$ cat src/rtl/nco_param.sv
// nco_param: phase accumulator with programmable FCW/offset, quadrant fold and
// NSTG-stage pipelined CORDIC producing quadrature samples NSTG+2 edges after En.
module nco_param #(
    parameter int unsigned PW          = 24,
    parameter int unsigned AW          = 16,
    parameter int unsigned OW          = 12,
    parameter int unsigned NSTG        = 12,
    parameter int unsigned UPD_ON_WRAP = 0
) (
    input  logic          clk,
    input  logic          rst_n,
    input  logic          En,
    input  logic          Ld,
    input  logic [PW-1:0] FCW,
    input  logic [PW-1:0] POFF,
    input  logic          Sync,
    output logic          Vld,
    output logic [OW-1:0] Cos,
    output logic [OW-1:0] Sin,
    output logic          Wrap
);

    // One MSB of headroom above OW+2 so the CORDIC gain plus truncation drift never overflows.
    localparam int unsigned XW = OW + 3;
    localparam int unsigned ZW = AW + 1;
    localparam longint AMP = (longint'(1) << (OW - 1)) - 1;
    localparam longint X0  = ((AMP * 607253 + 500000) / 1000000) * 4;
    localparam int ATAN16 [16] = '{8192, 4836, 2555, 1297, 651, 326, 163, 81,
                                   41, 20, 10, 5, 3, 1, 1, 0};
    localparam logic signed [XW-1:0] LIM_P = XW'(AMP);
    localparam logic signed [XW-1:0] LIM_N = XW'(-AMP);
    localparam logic signed [XW-1:0] RND   = XW'(2);

    function automatic logic signed [ZW-1:0] atan_f(input int unsigned i);
        return ZW'(ATAN16[i] >>> (16 - AW));
    endfunction

    function automatic logic [OW-1:0] sat_f(input logic signed [XW-1:0] v, input logic neg);
        logic signed [XW-1:0] n;
        logic signed [XW-1:0] r;
        n = neg ? -v : v;
        r = (n + RND) >>> 2;
        if (r > LIM_P) return LIM_P[OW-1:0];
        if (r < LIM_N) return LIM_N[OW-1:0];
        return r[OW-1:0];
    endfunction

    logic [PW-1:0] acc_q, acc_d;
    logic [PW-1:0] fcw_q, fcw_d;
    logic [PW-1:0] poff_q, poff_d;
    logic [PW-1:0] shf_q, shf_d;
    logic [PW-1:0] shp_q, shp_d;
    logic          pend_q, pend_d;
    logic          wrap_q, wrap_d;
    logic [PW:0]   sum;
    logic          commit;

    logic [AW-1:0] ph_q;
    logic          vph_q;
    logic [AW-1:0] pf;
    logic          flip;

    logic signed [XW-1:0] x_q [NSTG+1];
    logic signed [XW-1:0] y_q [NSTG+1];
    logic signed [ZW-1:0] z_q [NSTG];
    logic                 neg_q [NSTG+1];
    logic                 vs_q [NSTG+1];

    logic          vld_q;
    logic [OW-1:0] cos_q, sin_q;

    always_comb begin
        sum    = {1'b0, acc_q} + {1'b0, fcw_q};
        commit = (UPD_ON_WRAP != 0) && pend_q && (Sync || (En && sum[PW]));

        acc_d  = acc_q;
        wrap_d = 1'b0;
        if (Sync) begin
            acc_d = '0;
        end else if (En) begin
            acc_d  = sum[PW-1:0];
            wrap_d = sum[PW];
        end

        fcw_d  = fcw_q;
        poff_d = poff_q;
        shf_d  = shf_q;
        shp_d  = shp_q;
        pend_d = pend_q;
        if (UPD_ON_WRAP == 0) begin
            if (Ld) begin
                fcw_d  = FCW;
                poff_d = POFF;
            end
        end else begin
            // A Ld coinciding with a commit refills the shadow and keeps pending set.
            if (commit) begin
                fcw_d  = shf_q;
                poff_d = shp_q;
                pend_d = 1'b0;
            end
            if (Ld) begin
                shf_d  = FCW;
                shp_d  = POFF;
                pend_d = 1'b1;
            end
        end
    end

    always_ff @(posedge clk or negedge rst_n) begin
        if (!rst_n) begin
            acc_q  <= '0;
            fcw_q  <= '0;
            poff_q <= '0;
            shf_q  <= '0;
            shp_q  <= '0;
            pend_q <= 1'b0;
            wrap_q <= 1'b0;
        end else begin
            acc_q  <= acc_d;
            fcw_q  <= fcw_d;
            poff_q <= poff_d;
            shf_q  <= shf_d;
            shp_q  <= shp_d;
            pend_q <= pend_d;
            wrap_q <= wrap_d;
        end
    end

    // Quadrants II/III are rotated by pi into I/IV and the result negated at the output.
    always_comb begin
        flip = ph_q[AW-1] ^ ph_q[AW-2];
        pf   = flip ? {~ph_q[AW-1], ph_q[AW-2:0]} : ph_q;
    end

    always_ff @(posedge clk or negedge rst_n) begin
        if (!rst_n) begin
            ph_q  <= '0;
            vph_q <= 1'b0;
            for (int unsigned i = 0; i <= NSTG; i++) begin
                x_q[i]   <= '0;
                y_q[i]   <= '0;
                neg_q[i] <= 1'b0;
                vs_q[i]  <= 1'b0;
            end
            for (int unsigned i = 0; i < NSTG; i++) begin
                z_q[i] <= '0;
            end
            vld_q <= 1'b0;
            cos_q <= '0;
            sin_q <= '0;
        end else begin
            ph_q  <= AW'((acc_q + poff_q) >> (PW - AW));
            vph_q <= En;

            x_q[0]   <= XW'(X0);
            y_q[0]   <= '0;
            z_q[0]   <= $signed({pf[AW-1], pf});
            neg_q[0] <= flip;
            vs_q[0]  <= vph_q;

            for (int unsigned i = 0; i < NSTG; i++) begin
                neg_q[i+1] <= neg_q[i];
                vs_q[i+1]  <= vs_q[i];
                if (!z_q[i][ZW-1]) begin
                    x_q[i+1] <= x_q[i] - (y_q[i] >>> i);
                    y_q[i+1] <= y_q[i] + (x_q[i] >>> i);
                    if (i + 1 < NSTG) z_q[i+1] <= z_q[i] - atan_f(i);
                end else begin
                    x_q[i+1] <= x_q[i] + (y_q[i] >>> i);
                    y_q[i+1] <= y_q[i] - (x_q[i] >>> i);
                    if (i + 1 < NSTG) z_q[i+1] <= z_q[i] + atan_f(i);
                end
            end

            vld_q <= vs_q[NSTG];
            if (vs_q[NSTG]) begin
                cos_q <= sat_f(x_q[NSTG], neg_q[NSTG]);
                sin_q <= sat_f(y_q[NSTG], neg_q[NSTG]);
            end
        end
    end

    assign Vld  = vld_q;
    assign Cos  = cos_q;
    assign Sin  = sin_q;
    assign Wrap = wrap_q;

endmodule

$ cat config.mk
export PLATFORM = sky130hd
export DESIGN_NAME = nco_param
export DESIGN_NICKNAME = d
export VERILOG_FILES = /design/src/rtl/nco_param.sv
export SDC_FILE = /design/constraint.sdc
export NUM_CORES = 2
export LEC_CHECK = 0
export CORE_MARGIN = 3
export CORE_UTILIZATION = 45
export CTS_BUF_LIST = sky130_fd_sc_hd__clkbuf_16
export DETAILED_ROUTE_END_ITERATION = 10
export GPL_ROUTABILITY_DRIVEN = 0
export PLACE_DENSITY = 0.66
export SLEW_MARGIN = 20
export SYNTH_ARGS = -nofsm -noshare
export SYNTH_HDL_FRONTEND = slang
export SYNTH_SLANG_ARGS = --single-unit
$ cat constraint.sdc
create_clock -name clk -period 4.3 [get_ports clk]
set_input_delay 0.86 -clock clk [delete_from_list [all_inputs] [get_ports clk]]
set_output_delay 0.86 -clock clk [all_outputs]
set_load 0.05 [all_outputs]
Word level (Yosys, flattened, before mapping):

Index checks and enable logic that the tools add are counted.

* register bits after elaboration: 691
* bits in latches: 0
* memory bits (writable): 0
* memory bits (read-only): 0
* output and inout bits: 26
* memories kept: 0

* add/sub/neg operators: 73
* multipliers: 0
* divide/modulo/power cells: 0
* magnitude comparators: 4
* eq/ne operators: 0
* shifts and indexed selects: 0
* muxes and demuxes: 59
* bitwise gates (word level): 2
* reductions and logical operators: 1

Operators with widths (number)
* two-way mux 15 bit: 25
* two-way mux 17 bit: 11
* two-way mux 12 bit: 8
* two-way mux 24 bit: 2
* adder 15 x 13 -> 15 bit: 3
* subtractor 15 x 13 -> 15 bit: 3
* adder 15 x 10 -> 15 bit: 2
* adder 15 x 11 -> 15 bit: 2
* adder 15 x 12 -> 15 bit: 2
* adder 15 x 3 -> 15 bit (second input constant): 2
* adder 15 x 4 -> 15 bit: 2
* adder 15 x 5 -> 15 bit: 2
* adder 15 x 6 -> 15 bit: 2
* adder 15 x 7 -> 15 bit: 2
* adder 15 x 8 -> 15 bit: 2
* adder 15 x 9 -> 15 bit: 2
* negation 15 bit: 2
* subtractor 15 x 10 -> 15 bit: 2
* subtractor 15 x 11 -> 15 bit: 2
* subtractor 15 x 12 -> 15 bit: 2
* subtractor 15 x 4 -> 15 bit: 2
* subtractor 15 x 5 -> 15 bit: 2
* subtractor 15 x 6 -> 15 bit: 2
* subtractor 15 x 7 -> 15 bit: 2
* 36 further kinds: 51

Depth between registers and ports, before layout:

* depth in word-level cells: 10
* gate-level depth with buffers: 17

Least setup slack after synthesis:

OpenSTA, ideal clock, no wires.

* path type: register to register
* start: register z_q[135] (netlist name)
* end: register y_q[118] (netlist name)
* setup time: 0.087 ns
* arrival time: 3.733 ns
* slack: 0.480 ns
* stages on the path, launching flop included: 15
* cells stage by stage: dfrtp_1 clkbuf_1 clkbuf_1 mux2i_1 ha_1 nor2b_1 o21ai_0 a21boi_0 o21ai_0 a21boi_0 o21ai_0 a21oi_1 o41ai_1 or4b_2 o211ai_1

* longest elaborated chain between the ends: 1

Ends and longest elaborated chain
* start: declaration: RTL line 65 `logic signed [ZW-1:0] z_q [NSTG];`
* start signal: indexed assignment: RTL line 168 `if (i + 1 < NSTG) z_q[i+1] <= z_q[i] - atan_f(i);`
* start signal: indexed assignment: RTL line 172 `if (i + 1 < NSTG) z_q[i+1] <= z_q[i] + atan_f(i);`
* two-way mux 15 bit: RTL line 165 `if (!z_q[i][ZW-1]) begin`
* end signal: indexed assignment: RTL line 167 `y_q[i+1] <= y_q[i] + (x_q[i] >>> i);`
* end signal: indexed assignment: RTL line 171 `y_q[i+1] <= y_q[i] - (x_q[i] >>> i);`
* end: declaration: RTL line 64 `logic signed [XW-1:0] y_q [NSTG+1];`

No other way between the ends.
A chain may end at the register's enable or synchronous reset.

Worst setup path in the final report:

* start: register z_q[50] (netlist name)
* end: register x_q[44] (netlist name)

* longest elaborated chain between the ends: 1

Ends and longest elaborated chain
* two-way mux 15 bit: RTL line 165
* end signal: indexed assignment: RTL line 166 `x_q[i+1] <= x_q[i] - (y_q[i] >>> i);`
* end signal: indexed assignment: RTL line 170 `x_q[i+1] <= x_q[i] + (y_q[i] >>> i);`
* end: declaration: RTL line 63 `logic signed [XW-1:0] x_q [NSTG+1];`

No other way between the ends.

==> metrics <==
outcome=complete, no violations; Mean Syn Cell Area=9.879 µm²; register area share after synthesis=38.08%; Avg WL per Cell=15.79 µm; initial antenna violation count=2; worst hold path class=in2async; Post-Synthesis Cell Area=43110 µm²; Tcrit/Tclk final=91.86%; worst r2r src=z_q[50]; vias in the first global route=30.46k; final cell count without fillers=5805; Die Wd=315.5 µm; largest area contributor in the netlist=dfrtp_1; fraction of layout cells with a size suffix above 1=6.592%; Die H=315.5 µm; minimum clock period=3.950 ns; post-synth top area share=38.08%; first-pass GRT wire length=152.9 mm; Vias=31.22k; Setup crit end kind=register; RSZ-0062 raised after global routing=no; Layout area overhead=11.65%; Longest Clk Path Bufs=3; Slew Viols, Final=0; htree depth=3; row count=112; CTS tree=yes; Hold-fix buffers, CTS=0; EDFF count, synth=0; Max FO, Critical Path=17; Async SR Flop Fraction=100.0%; Critical Path Start Type=register; maxcap violations=0; R2R cell count=12; initial core utilization=45.78%; Clk Latency, worst-skew pair=0.64 ns; DP HPWL=71.30 mm; Setup Viol. Count Final=0; Synth area leaders=dfrtp_1 38%, ha_1 15%, xnor2_1 8.4%, a21oi_1 3.8%, nor2_1 3.3%; CORE AREA=94170 µm²; Max-slew headroom=25.50%; drt pass-1 iters=5; reg2reg setup slack=0.35 ns; synth warn=0; final net count=5105; I/O Pins=79; Seq cells post-synth=656; R2R Path End=x_q[44]; final worst slack=0.3499 ns; fmax=253.2 MHz; CTS Buf Count=74; Arrival @ worst endpoint=4.50 ns; Total GRT Usage=18.57%; Final Hold Vio Count=0; crit path kind=reg2reg; ANT nets after route=0; pre-CTS setup slack=0.3905 ns; # DRC=0; largest net degree at the start of global routing=95; port bufs=78; initial drt markers=1775; syn_nets=4975; Clk pin slew, worst setup/hold paths=0.06 ns; CP required=4.85 ns; Routed WL=91.67 mm; Post-Syn Instances=4364; grt ovf=0; Main synth FF type=dfrtp_1; Synth cell types=95; fillers=8529; drt via density=5.377; CTS root buffer=clkbuf_16; clk sinks=656; total negative slack=0 ns; Clock Skew=0.02627 ns; Slew @ Worst Pin=1.114 ns; dpl cells=5672; antenna cells=0; total die area=99560 µm²
## cells by family after synthesis
family	count (synthesis)	share of synthesized area, %
mux	107	2.705
compound gates	1086	16.44
buf+inv	379	3.346
fa+ha+maj	559	16.79
simple gates	1003	11.00
other cells	1	0.008698
flops	656	38.08
xor+xnor	573	11.64
## registers in the layout (all words and copies together) (netlist names)
| register | cells |
|---|---|
| neg_q | 13 |
| vph_q | 1 |
| Vld | 1 |
| z_q | 184 |
| ph_q | 16 |
| poff_q | 24 |
| Cos | 12 |
| acc_q | 24 |
| x_q | 165 |
| fcw_q | 24 |
| vs_q | 13 |
| Wrap | 1 |
| y_q | 166 |
| Sin | 12 |
## worst max-delay path, cell delays in order, from the launching register on
cell	delay (ns)
dfrtp_1	0.76
mux2_2	0.46
fa_1	0.44
a21o_1	0.17
a21oi_1	0.22
o21bai_1	0.10
a21oi_1	0.23
o21bai_1	0.12
a211o_1	0.32
a2111oi_0	0.57
o31ai_1	0.16
a21oi_1	0.19
xnor2_1	0.13
## per-stage QoR
step | utilization (%) | cell area [µm²] | hold WS, ns
detailed placement | 48.44 | 45610 | 0.3347
global placement | 48.44 | 45610 | 0.3323
global route | 51.11 | 48130 | 0.3085
finish | 51.11 | 48130 | 0.2736
floorplan | - | 43110 | 0.3312
CTS | 51.10 | 48120 | 0.2743
## routing by layer
layer,vias up,share of wire (%),global-route usage (%)
met1,14870,48,25.55
met5,-,0.029,0
met3,138,3.7,2.766
met2,476,45,30.23
met4,4,3.0,5.919
li1,15730,-,-
## worst max path at each step
stage / startpoint / endpoint / slack (ns) / depth (start not counted)
global placement: z_q[50] / z_q[33] / 0.44 / 13
CTS: z_q[50] / x_q[44] / 0.37 / 12
floorplan: z_q[135] / y_q[118] / 0.48 / 14
finish: z_q[50] / x_q[44] / 0.35 / 12
global route: z_q[33] / x_q[29] / 0.08 / 13
detailed placement: z_q[50] / x_q[44] / 0.39 / 12
## timing repair
item / CTS / global route
setup endpoints to repair: 0 / 2
gates resized for setup: 0 / 2
buffers inserted: 0 / 0
hold endpoints to repair: 0 / 0
## area by class of cell
cell class / instances / area, µm² / area share [%]
Tap cell: 1254 / 1569 / 3.260
Clock inverter: 59 / 651.9 / 1.354
Clock buffer: 74 / 1852 / 3.847
Timing Repair Buffer: 124 / 1216 / 2.527
Inverter: 309 / 1160 / 2.410
Sequential cell: 656 / 16420 / 34.10
Multi-Input combinational cell: 3329 / 25270 / 52.50
## synthesized netlist by cell type, types with 18 or more instances
cell and instances:
o31ai_1 24, and2_1 21, nand3_1 61, xor2_1 160, nand2_1 186, a31oi_1 34
ha_1 525, or3_1 27, mux2_2 62, nor2b_1 43, o41ai_1 18, nor3_1 139
nand2b_1 28, nor4_1 20, dfrtp_1 656, mux2i_1 43, a211oi_1 39, o211ai_1 19
a311oi_1 24, o21ai_0 218, clkbuf_1 55, a21o_1 79, a2111oi_0 19, nor2_1 379
o21bai_1 95, o21a_1 28, and3_1 22, a31o_2 20, inv_1 307, or2_2 21
a21oi_1 329, xnor2_1 413, fa_1 33, a21boi_0 34
## cells in the final DEF, fill, tap and decap left out, types with 39 or more instances in the layout
cell,n
dfrtp_1,656
ha_1,525
xnor2_1,413
nor2_1,379
a21oi_1,329
inv_1,319
o21ai_0,218
nand2_1,186
xor2_1,160
nor3_1,139
o21bai_1,95
a21o_1,79
clkdlybuf4s50_1,76
clkbuf_16,74
mux2_2,62
nand3_1,61
nor2b_1,43
mux2i_1,43
buf_4,40
a211oi_1,39
Power is left out: the tool's default activity adds up to more than one toggle a clock period on the data nets, which glitch-free logic cannot reach.
